==> src/rtl/ball_rx_packet_decoder.sv <==
// Receive side of the board-to-board ball hand-off: assembles I2C byte writes into a
// shadow packet, validates it and publishes it atomically. Define BALL_RX_CHECKSUM_EN to require an XOR byte at address 5.
`timescale 1ns/1ps
module ball_rx_packet_decoder #(
    parameter int unsigned TIMEOUT_CYC = 2500000,
    parameter int unsigned Y_MAX       = 480
) (
    input  logic       clk_25MHZ,
    input  logic       reset,
    input  logic       rx_valid,
    input  logic [2:0] rx_addr,
    input  logic [7:0] rx_data,
    input  logic       rx_stop,
    input  logic       game_start,
    input  logic       ball_accept,
    output logic [7:0] slv_reg0_y0,
    output logic [7:0] slv_reg1_y1,
    output logic [7:0] slv_reg2_Yspeed,
    output logic [7:0] slv_reg3_gravity,
    output logic [7:0] slv_reg4_ballspeed,
    output logic       go_left,
    output logic       responsing_i2c,
    output logic       pkt_error,
    output logic [1:0] err_code
);

`ifdef BALL_RX_CHECKSUM_EN
    localparam int NBYTES = 6;
`else
    localparam int NBYTES = 5;
`endif
    localparam int CNT_W = (TIMEOUT_CYC > 2) ? $clog2(TIMEOUT_CYC) : 1;
    localparam logic [CNT_W-1:0]  CNT_LAST  = CNT_W'(TIMEOUT_CYC - 1);
    localparam logic [NBYTES-1:0] MASK_FULL = '1;

    typedef enum logic [1:0] {S_IDLE, S_RECV, S_CHECK, S_LAUNCH} state_t;
    typedef enum logic [1:0] {ERR_ORDER, ERR_RANGE, ERR_TIMEOUT, ERR_OVERRUN} err_t;

    state_t            state_q, state_d;
    logic [7:0]        shadow_q [NBYTES];
    logic [7:0]        shadow_d [NBYTES];
    logic [NBYTES-1:0] mask_q, mask_d;
    logic [CNT_W-1:0]  cnt_q, cnt_d;
    logic [7:0]        slv_q [5];
    logic [7:0]        slv_d [5];
    logic              go_left_q, go_left_d;
    logic              busy_q, busy_d;
    logic              pkt_error_q, pkt_error_d;
    err_t              err_code_q, err_code_d;

    logic [2:0] next_addr;
    logic       addr_ok;
    logic [9:0] y_val;
    logic       range_ok;
    logic       sum_ok;
    logic       drop;
    err_t       drop_code;

    // Bytes arrive strictly in order, so the expected address is the lowest clear mask bit.
    always_comb begin
        next_addr = 3'(NBYTES);
        for (int i = NBYTES - 1; i >= 0; i--) begin
            if (!mask_q[i]) next_addr = 3'(i);
        end
    end

    assign addr_ok  = (mask_q != MASK_FULL) && (rx_addr == next_addr);
    assign y_val    = {shadow_q[1][1:0], shadow_q[0]};
    assign range_ok = ({22'd0, y_val} < Y_MAX) && (shadow_q[1][7:2] == 6'd0)
                      && (shadow_q[3] < 8'd4) && (shadow_q[4] != 8'd0);
`ifdef BALL_RX_CHECKSUM_EN
    assign sum_ok = (shadow_q[5] == (shadow_q[0] ^ shadow_q[1] ^ shadow_q[2] ^ shadow_q[3] ^ shadow_q[4]));
`else
    assign sum_ok = 1'b1;
`endif

    // NOTE: every *_d gets a default at the top so no path through the case infers a latch.
    always_comb begin
        state_d     = state_q;
        shadow_d    = shadow_q;
        mask_d      = mask_q;
        cnt_d       = cnt_q;
        slv_d       = slv_q;
        go_left_d   = go_left_q;
        pkt_error_d = 1'b0;
        err_code_d  = err_code_q;
        drop        = 1'b0;
        drop_code   = ERR_ORDER;

        unique case (state_q)
            S_IDLE: begin
                if (rx_valid && rx_addr == 3'd0 && game_start) begin
                    shadow_d[0] = rx_data;
                    mask_d      = NBYTES'(1);
                    cnt_d       = '0;
                    state_d     = S_RECV;
                end
            end
            S_RECV: begin
                if (!game_start) begin
                    mask_d  = '0;
                    state_d = S_IDLE;
                end else begin
                    if (rx_valid) begin
                        if (addr_ok) begin
                            for (int i = 0; i < NBYTES; i++) begin
                                if (3'(i) == rx_addr) shadow_d[i] = rx_data;
                            end
                            mask_d = mask_q | (NBYTES'(1) << rx_addr);
                            cnt_d  = '0;
                        end else begin
                            drop = 1'b1;
                        end
                    end else if (!rx_stop) begin
                        if (cnt_q == CNT_LAST) begin
                            drop      = 1'b1;
                            drop_code = ERR_TIMEOUT;
                        end else begin
                            cnt_d = cnt_q + CNT_W'(1);
                        end
                    end
                    // A stop in the same cycle as a byte judges the mask including that byte.
                    if (rx_stop && !drop) begin
                        if (mask_d == MASK_FULL) state_d = S_CHECK;
                        else                     drop    = 1'b1;
                    end
                end
            end
            S_CHECK: begin
                mask_d = '0;
                if (!sum_ok) begin
                    drop      = 1'b1;
                    drop_code = ERR_OVERRUN;
                end else if (!range_ok) begin
                    drop      = 1'b1;
                    drop_code = ERR_RANGE;
                end else begin
                    for (int i = 0; i < 5; i++) slv_d[i] = shadow_q[i];
                    go_left_d = 1'b1;
                    state_d   = S_LAUNCH;
                end
            end
            S_LAUNCH: begin
                if (rx_valid) begin
                    pkt_error_d = 1'b1;
                    err_code_d  = ERR_OVERRUN;
                end
                if (ball_accept) begin
                    go_left_d = 1'b0;
                    state_d   = S_IDLE;
                end
            end
            default: state_d = S_IDLE;
        endcase

        if (drop) begin
            pkt_error_d = 1'b1;
            err_code_d  = drop_code;
            mask_d      = '0;
            state_d     = S_IDLE;
        end
        busy_d = (state_d != S_IDLE);
    end

    always_ff @(posedge clk_25MHZ) begin
        if (reset) begin
            state_q     <= S_IDLE;
            mask_q      <= '0;
            cnt_q       <= '0;
            go_left_q   <= 1'b0;
            busy_q      <= 1'b0;
            pkt_error_q <= 1'b0;
            err_code_q  <= ERR_ORDER;
            for (int i = 0; i < NBYTES; i++) shadow_q[i] <= '0;
            for (int i = 0; i < 5; i++) slv_q[i] <= '0;
        end else begin
            state_q     <= state_d;
            mask_q      <= mask_d;
            cnt_q       <= cnt_d;
            go_left_q   <= go_left_d;
            busy_q      <= busy_d;
            pkt_error_q <= pkt_error_d;
            err_code_q  <= err_code_d;
            shadow_q    <= shadow_d;
            slv_q       <= slv_d;
        end
    end

    assign slv_reg0_y0        = slv_q[0];
    assign slv_reg1_y1        = slv_q[1];
    assign slv_reg2_Yspeed    = slv_q[2];
    assign slv_reg3_gravity   = slv_q[3];
    assign slv_reg4_ballspeed = slv_q[4];
    assign go_left            = go_left_q;
    assign responsing_i2c     = busy_q;
    assign pkt_error          = pkt_error_q;
    assign err_code           = err_code_q;

endmodule

==> config.mk <==
export PLATFORM = sky130hd
export DESIGN_NAME = ball_rx_packet_decoder
export DESIGN_NICKNAME = d
export VERILOG_FILES = /design/src/rtl/ball_rx_packet_decoder.sv
export SDC_FILE = /design/constraint.sdc
export NUM_CORES = 1
export LEC_CHECK = 0
export CORE_AREA = 2 2 104 106
export DETAILED_ROUTE_END_ITERATION = 10
export DIE_AREA = 0 0 106 108
export PLACE_DENSITY = 0.72
export SLEW_MARGIN = 25
export SYNTH_ARGS = -nofsm -noshare
export SYNTH_HDL_FRONTEND = slang
export SYNTH_SLANG_ARGS = --single-unit
==> constraint.sdc <==
create_clock -name clk_25MHZ -period 3.4 [get_ports clk_25MHZ]
set_clock_uncertainty 0.2 [all_clocks]
set_input_delay 0.85 -clock clk_25MHZ [delete_from_list [all_inputs] [get_ports clk_25MHZ]]
set_output_delay 0.85 -clock clk_25MHZ [all_outputs]
set_load 0.01 [all_outputs]
# Word-level counts from Yosys, hierarchy flattened
# Cells that the tools add are included.
[totals]
register_bits = 114
latchBits = 0
mem_bits_rw = 0
romBits = 0
inputBits = 17
out_inout_bits = 45
elab_cells = 135
memories = 0
[op_classes]
addsub = 1
n_mul = 0
div = 0
magnitude_cmp = 2
eq_ne = 21
n_shift = 1
muxes = 63
n_bitwise = 1
reduce_logical = 29
[op_table]
columns = ["cell", "n"]
rows = [
  ["$mux W22", 6],
  ["$mux W40", 3],
  ["$mux W8", 6],
  ["$pmux W22 S2", 1],
  ["$mux W5", 6],
  ["$mux W2", 14],
  ["$add A22 B1 Y22 const B", 1],
  ["$eq A22 B22 Y1 const B", 1],
  ["$reduce_and A5 Y1", 4],
  ["$mux W1", 17],
  ["$pmux W8 S2", 1],
  ["$pmux W5 S3", 1],
  ["$ne A2 B2 Y1 const B", 7],
  ["$mux W3", 4],
  ["$reduce_and A6 Y1", 2],
  ["$lt A10 B9 Y1 const B", 1],
  ["$reduce_bool A2 Y1", 5],
  ["$ne A3 B3 Y1 const B", 3],
  ["$lt A8 B3 Y1 const B", 1],
  ["$pmux W2 S4", 1],
  ["$reduce_bool A8 Y1", 1],
  ["$logic_and A1 B1 Y1", 7],
  ["$eq A2 B3 Y1 const A", 2],
  ["$logic_not A6 Y1", 1],
  ["other kinds (18)", 22],
]

# Longest topological paths before layout
# Gate-level depths: netlist of run 1.
[depth]
word_depth = 18
depth_mapped = 10
ltp_nobuf = 8

# Worst setup path before layout of run 1
# No wires, ideal clock.
[synth_path]
path_type = "input to register"
startpoint = "in rx_addr[1]"
endpoint = "reg cnt_q[18]"
setup_ns = 0.060
t_arrival_ns = 2.547
t_required_ns = 3.140
slack_ns = 0.593
stages = 8
n_path_buf = 2
cell_sequence = "buf_2 or3_1 o2111ai_2 o21ai_1 a21o_1 clkbuf_1 or4_1 nand2_1"
[synth_between]
elab_chain_len = 5
elab_cells_between_ends = 8
cone_classes = "3 x eq/ne; 5 x reduce/logical"
[synth_rtl]
columns = ["element", "line_no", "rtl"]
rows = [
  ["from (decl)", "11", "input logic [2:0] rx_addr,"],
  ["$logic_not A3 Y1", "92", "if (rx_valid && rx_addr == 3'd0 && game_start) begin"],
  ["$logic_and A1 B1 Y1 (2 in series)", "92", ""],
  ["$ne A2 B2 Y1 (no line)", "n/a", ""],
  ["$reduce_and A6 Y1 (no line) (*)", "n/a", ""],
  ["to (signal assigned)", "179", "cnt_q <= cnt_d;"],
  ["to (decl)", "43", "logic [CNT_W-1:0] cnt_q, cnt_d;"],
]
# Every way passes the cells marked *; elsewhere a longest branch is shown, timed or not.
# A chain may end at the register's enable or synchronous reset.

# Worst setup path in the final report of run 1
[layout_path]
startpoint = "in rx_addr[0]"
endpoint = "reg mask_q[2]"
[layout_between]
elab_chain_len = 12
elab_cells_between_ends = 27
cone_classes = "3 x eq/ne; 1 x shift; 14 x mux; 1 x bitwise; 8 x reduce/logical"
[layout_rtl]
columns = ["element", "line_no", "rtl"]
rows = [
  ["$eq A3 B3 Y1 or $shl A1 B3 Y5 (tied branches)", "67, 109", ""],
  ["$logic_and A1 B1 Y1 or $or A5 B5 Y5 (tied branches)", "67, 109", ""],
  ["$mux W5 or $mux W1 (tied branches)", "105", "if (addr_ok) begin"],
  ["$mux W5 or $mux W1 (tied branches)", "104", "if (rx_valid) begin"],
  ["$mux W5 or $mux W1 (tied branches)", "100", "if (!game_start) begin"],
  ["$mux W5 or $mux W1 (tied branches)", "90", "unique case (state_q)"],
  ["$eq A5 B5 Y1 or $logic_not A1 Y1 (tied branches)", "124, 123", ""],
  ["$mux W1 or $logic_and A1 B1 Y1 (tied branches)", "124, 123", ""],
  ["$mux W1", "123", "if (rx_stop && !drop) begin"],
  ["$mux W1", "100", ""],
  ["$pmux W1 S2", "90", ""],
  ["$reduce_or A2 Y1 (no line)", "n/a", ""],
  ["to (signal assigned)", "178", "mask_q <= mask_d;"],
  ["to (decl)", "42", "logic [NBYTES-1:0] mask_q, mask_d;"],
]
# Parallel ways exist; a longest one is shown, timed or not. The select of a mux whose other input is x is not followed.

==> metrics.md, run 1 <==
| Metric | Value |
|---|---|
| Status | `finished clean` |
| Die Wd | `106 um` |
| # nets final | `646` |
| Design area | `6280 um^2` |
| Internal | `2.54 mW` |
| Post-Place Cell Area | `5680 um^2` |
| Drt first pass iters | `5` |
| Syn Nets | `572` |
| Fmax | `340 MHz` |
| Most frequent cells in the layout | `dfxtp_1, nand2_1, nor2_1, clkdlybuf4s50_1, a21oi_1` |
| H-tree depth | `4` |
| Inserted Clock Buffers | `17` |
| Site row count | `37` |
| Min Clock Period, post-route | `2.94 ns` |
| Die H | `108 um` |
| Worst-skew pair later-pin latency | `0.52 ns` |
| Share of the synthesized area in the top cell type | `47.1%` |
| Unrepaired setup endpoints after global routing | `no` |
| Async set-or-reset flop fraction in the synthesized netlist | `0%` |
| Crit path max fanout | `9` |
| Yosys reg bits | `114` |
| Clock-pin slew of the registers on the worst-case setup and hold paths | `0.06 ns` |
| First-pass GRT wire length | `18.9 mm` |
| Antenna violations before repair | `0` |
| Share of cells above drive strength 1 | `10.7%` |
| CTS Root Buffer Type | `clkbuf_8` |
| HPWL Detailed | `7.93 mm` |
| Register Area | `2280 um^2` |
| Net Sw Frac | `21.4%` |
| Critical path startpoint category | `input pin` |
| Post-synth EDFFs | `0` |
| GRT Util Overall | `20.7%` |
| Post_cts resized | `0` |
| Commonest non-fill, non-tap cell in the layout | `dfxtp_1` |
| IO Count | `62` |
| DR iter-0 viols | `223` |
| Vias/cell | `5.43` |
| TritonCTS clock tree | `yes` |
| Non-filler cells, final | `772` |
| Logic pwr share | `3.1%` |
| R2R depth | `7` |
| Clock share of power | `55.3%` |
| Synth Instances | `549` |
| Placer congestion estimate | `0.835` |
| Total congestion overflow | `0` |
| Worst Hold Depth | `2` |
| Cell Pwr Density | `513 nW/um^2` |
| Area of the die | `11400 um^2` |
| Remaining DRCs | `0` |
| Pin count of the biggest net entering global routing | `68` |
| Synthesis Warnings | `0` |
| Sink Count | `114` |
| Period utilization | `86.5%` |
| Hold crit path type | `reg -> reg` |
| FILL cells | `833` |
| Top FF cell, synth | `dfxtp_1` |
| Post-CTS Hold Fix Bufs | `0` |
| Pwr Total | `3.23 mW` |
| # setup viols final | `0` |
| Yosys top cell by area | `dfxtp_1` |
| Critical path class | `in -> reg` |
| Layout Area Growth over Synthesis | `29.6%` |
| Final wirelength | `11.6 mm` |
| Wire length per cell | `15.0 um` |
| CORE AREA | `10200 um^2` |
| Seq/Total Area, Yosys | `47.1%` |
| Hold slack | `0.256 ns` |
| Starting Density | `47.4%` |
| # placed instances | `740` |
| Antenna fix cells | `0` |
| Final core occ | `61.4%` |
| Synthesized area | `4850 um^2` |
| Max clock buf depth | `2` |
| Psw | `0.689 mW` |
| Post-CTS setup buffer count | `0` |
| Unique masters post-synth | `60` |
| Area of the multi-input gates | `2420 um^2` |
| Sequential fraction of design power | `41.6%` |
| Fin. Hold Viols | `0` |
| Via Count | `4194` |
| Number of routed nets with antenna violations | `0` |
| IO buf count | `61` |
| Synth area leaders | `dfxtp_1, mux2i_1, nand2_1` |
| Max Cap Viol | `0` |
| Lkg Pwr | `2.14 nW` |
| Vias in the first global route | `3888` |
| Peak VDD IR | `0.000388 V` |
| Slew at the pin closest to its max-slew limit | `0.835 ns` |
| Critical Path RT | `3.63 ns` |
| Avg Inst Size Synth | `8.83 um^2` |
| Count of pins over their slew limit | `0` |
| Crit path DAT | `3.17 ns` |
| Max-slew headroom | `43.8%` |
| CP Capture Type | `flop` |
## synth_stat cells, types with 8 or more instances
cell and n:
dfxtp_1 114, o21ai_0 8, nand4_1 9, and2_1 18, buf_2 8, nand2_1 86, or3_1 9, nor2_1 61
a21oi_1 47, nand3_1 10, mux2i_1 40, nor3_1 11, inv_1 9, o21a_1 8, clkbuf_1 16
## final timing paths
| kind | startpoint | slack (ns) | end |
|---|---|---|---|
| max | rx_addr[0] | 0.46 | mask_q[2] |
| max reg2reg | mask_q[0] | 0.73 | mask_q[2] |
| min reg2reg | shadow_q[17] | 0.26 | slv_reg2_Yspeed[1] |
| min | shadow_q[17] | 0.26 | slv_reg2_Yspeed[1] |
## layout make-up
cell class / instances / area share (%)
inverter: 9 / 0.538
sequential: 114 / 36.3
timing repair buffer: 82 / 12.3
clock inverter: 11 / 2.43
tap: 136 / 2.71
clock buffer: 21 / 7.15
multi-input combinational: 399 / 38.5
## critical path, cell delays in order
cell             delay, ns
clkdlybuf4s50_1       0.59
and4bb_2              0.41
a31oi_1               0.09
nor4b_1               0.45
a2bb2oi_1             0.15
o21ai_2               0.20
nand3b_2              0.20
nor3_1                0.23
## registers in the layout, indices dropped and copies added, names as in the netlist, 2 cells and up
name and cells:
cnt_q 22, err_code 2, mask_q 5, shadow_q 40, slv_reg0_y0 8, slv_reg1_y1 8, slv_reg2_Yspeed 8, slv_reg3_gravity 8
slv_reg4_ballspeed 8, state_q 2
## power groups by stage
stage,clock (mW),sequential (mW),combinational [mW]
floorplan,0,1.37,0.0518
global placement,0,1.37,0.0974
detailed placement,0,1.37,0.0990
CTS,1.81,1.34,0.0999
global route,1.87,1.34,0.108
finish,1.78,1.34,0.100
## metrics by stage
stage	setup TNS, ns	setup slack (ns)
finish	0	0.458
global route	0	0.314
CTS	0	0.491
detailed placement	-0.149	-0.0465
global placement	0	0.0589
floorplan	0	0.593
## routing by layer
metal | vias up | GRT usage (%) | part of all wire [%] | wire [um]
met5 | - | 0 | 0 | 0
met2 | 100 | 35.5 | 50 | 5800
met3 | 17 | 5.18 | 4.4 | 512
li1 | 2072 | - | - | -
met1 | 2005 | 25.3 | 44 | 5100
met4 | 0 | 7.89 | 1.6 | 189
## kinds of logic after synthesis
family	Yosys count	synth area share (%)
AOI/OAI and AO/OA	95	12.1
xor gates and xnor gates	8	1.44
adders and majority gates	6	1.55
buffers and inverters	36	3.15
DFF	114	47.1
muxes	43	9.00
and+or+nand+nor	247	25.7
No activity file was read; power rests on OpenSTA's default activity.
==> inputs of run 2 (changes only) <==
- CORE_AREA: 2 2 104 106 -> 2 2 107 109
- DIE_AREA: 0 0 106 108 -> 0 0 109 111
- PLACE_DENSITY: 0.72 -> 0.68
==> run 2 against run 1 <==
Via count decreased by 2.3%. Design area up 0.34%. Wire length shrank 3.3%. Sequential power is essentially flat. Register-to-register slack hardly changed. Clock-buffer cell count down 2. Combinational power about the same. Highest routed layer unchanged. Total power is 2.6% higher. Flip-flop and latch count unchanged.
==> metrics.md, run 2 (same netlist as run 1, synthesis figures left out) <==
| Metric | Value |
|---|---|
| Status | `finished clean` |
| Max clock buf depth | `2 (unchanged)` |
| Crit path max fanout | `10 (+1)` |
| Count of pins over their slew limit | `0 (unchanged)` |
| Die H | `111 um (+2.8%)` |
| Slew at the pin closest to its max-slew limit | `0.882 ns (+0.0469 ns)` |
| # nets final | `646 (unchanged)` |
| Biggest register | `shadow_q` |
| TritonCTS clock tree | `yes` |
| Worst Hold Depth | `2 (unchanged)` |
| Setup WS pre-CTS | `0.0302 ns (+0.0767 ns)` |
| Period utilization | `88.3% (+1.7 points)` |
| Post_cts resized | `0 (unchanged)` |
| Clock-pin slew of the registers on the worst-case setup and hold paths | `0.06 ns (about the same)` |
| Non-filler cells, final | `779 (+0.91%)` |
| # placed instances | `747 (+0.95%)` |
| Remaining DRCs | `0 (unchanged)` |
| Setup TNS Final | `0 ns (unchanged)` |
| Top flop regs | `shadow_q: 40 flops, cnt_q: 22 flops` |
| Area of the multi-input gates | `2420 um^2 (unchanged)` |
| Setup slack after layout | `0.399 ns (-0.0592 ns)` |
| Fmax | `333 MHz (-2.0%)` |
| Register Area | `2280 um^2 (unchanged)` |
| Design area | `6310 um^2 (+0.34%)` |
| Post-Place Cell Area | `5680 um^2 (about the same)` |
| Final core occ | `56.9% (-4.5 points)` |
| IO Count | `62 (unchanged)` |
| Worst-skew pair later-pin latency | `0.41 ns (-0.11 ns)` |
| Post-CTS setup buffer count | `0 (unchanged)` |
| Vias/cell | `5.26 (-3.2%)` |
| HPWL Detailed | `7.79 mm (-1.8%)` |
| Max reg flops | `40 (unchanged)` |
| Most frequent cells in the layout | `dfxtp_1, nand2_1, nor2_1, clkdlybuf4s50_1, a21oi_1` |
| Die Wd | `109 um (+2.8%)` |
| Placer congestion estimate | `0.836 (+0.16%)` |
| Lkg Pwr | `2.15 nW (+0.56%)` |
| Wire length per cell | `14.4 um (-4.2%)` |
| Total congestion overflow | `0 (unchanged)` |
| Site row count | `39 (+5.4%)` |
| Critical path startpoint category | `input pin` |
| Critical path class | `in -> reg` |
| CTS Root Buffer Type | `clkbuf_16` |
| Peak VDD IR | `0.000331 V (-15%)` |
| Unrepaired setup endpoints after global routing | `no` |
| DR iter-0 viols | `166 (-26%)` |
| Critical Path RT | `3.49 ns (-0.14 ns)` |
| Via Count | `4097 (-2.3%)` |
| Antenna fix cells | `0 (unchanged)` |
| FILL cells | `966 (+16%)` |
| Number of routed nets with antenna violations | `0 (unchanged)` |
| Max Cap Viol | `0 (unchanged)` |
| Max-slew headroom | `40.6% (-3.2 points)` |
| Antenna violations before repair | `0 (unchanged)` |
| Crit path DAT | `3.09 ns (-0.08 ns)` |
| Commonest non-fill, non-tap cell in the layout | `dfxtp_1` |
| Post-CTS Hold Fix Bufs | `0 (unchanged)` |
| Area of the die | `12100 um^2 (+5.7%)` |
| Sink Count | `114 (unchanged)` |
| H-tree depth | `4 (unchanged)` |
| Share of cells above drive strength 1 | `10.8% (+0.16 points)` |
| Final wirelength | `11.2 mm (-3.3%)` |
| Drt first pass iters | `4 (-1)` |
| Fin. Hold Viols | `0 (unchanged)` |
| R2R depth | `7 (unchanged)` |
| Starting Density | `43.8% (-3.6 points)` |
| Pin count of the biggest net entering global routing | `45 (-34%)` |
| Inserted Clock Buffers | `17 (unchanged)` |
| First-pass GRT wire length | `18.7 mm (-0.69%)` |
| # setup viols final | `0 (unchanged)` |
| Min Clock Period, post-route | `3.00 ns (+0.0592 ns)` |
| CP Capture Type | `flop` |
| Layout Area Growth over Synthesis | `30.0%` |
| IO buf count | `61 (unchanged)` |
| Cell Pwr Density | `525 nW/um^2 (+2.3%)` |
| CORE AREA | `11100 um^2 (+8.3%)` |
| Hold crit path type | `reg -> reg` |
| Vias in the first global route | `3913 (+0.64%)` |
| GRT Util Overall | `19.7% (-1.1 points)` |
run 2: cell count changes in the layout (fill, tap and decap cells not counted):
cell	before	now
clkbuf_1	2	1
buf_12	1	0
inv_6	2	1
clkinv_2	1	3
buf_4	20	21
clkbuf_8	3	1
clkbuf_16	16	17
bufinv_16	3	4
run 2: final cells by class:
class                   instances  area share (%)
clock buffers                  19            7.02
clock inverters                13            2.92
inverters                       9           0.536
multi-input cells             399            38.4
flip-flops and latches        114            36.2
well taps                     143            2.84
repair buffers                 82            12.1
run 2: final timing paths:
check	startpoint	to	slack [ns]
setup / recovery	rx_addr[1]	responsing_i2c	0.40
hold / removal	slv_reg0_y0[2]	slv_reg0_y0[2]	0.25
setup reg to reg	mask_q[0]	responsing_i2c	0.72
hold reg to reg	slv_reg0_y0[2]	slv_reg0_y0[2]	0.25
run 2: routing by layer:
layer | up-vias | GRT usage (%) | routed length, um
li1 | 2073 | - | -
met1 | 1935 | 25.6 | 5270
met2 | 78 | 30.4 | 5360
met3 | 11 | 6.23 | 441
met4 | 0 | 7.26 | 145
met5 | - | 0 | 0
run 2: worst max-delay path, cell delays in order:
cell,delay [ns]
clkdlybuf4s50_1,0.66
and4b_1,0.25
nand4_1,0.12
o41ai_1,0.44
nand2_1,0.15
o21a_1,0.21
o31ai_1,0.28
a21oi_1,0.12
run 2: power breakdown:
part           internal (mW)  switching (mW)  leakage (nW)
clock network           1.24           0.624         0.299
registers               1.34         0.00239         0.918
logic                 0.0383          0.0621         0.935
total                   2.62           0.689          2.15
run 2: metrics by stage:
| step | power, mW | hold slack, ns |
|---|---|---|
| CTS | 3.34 | 0.255 |
| detailed placement | 1.47 | 0.243 |
| global route | 3.42 | 0.275 |
| global placement | 1.47 | 0.243 |
| finish | 3.31 | 0.252 |
| floorplan | 1.42 | 0.231 |
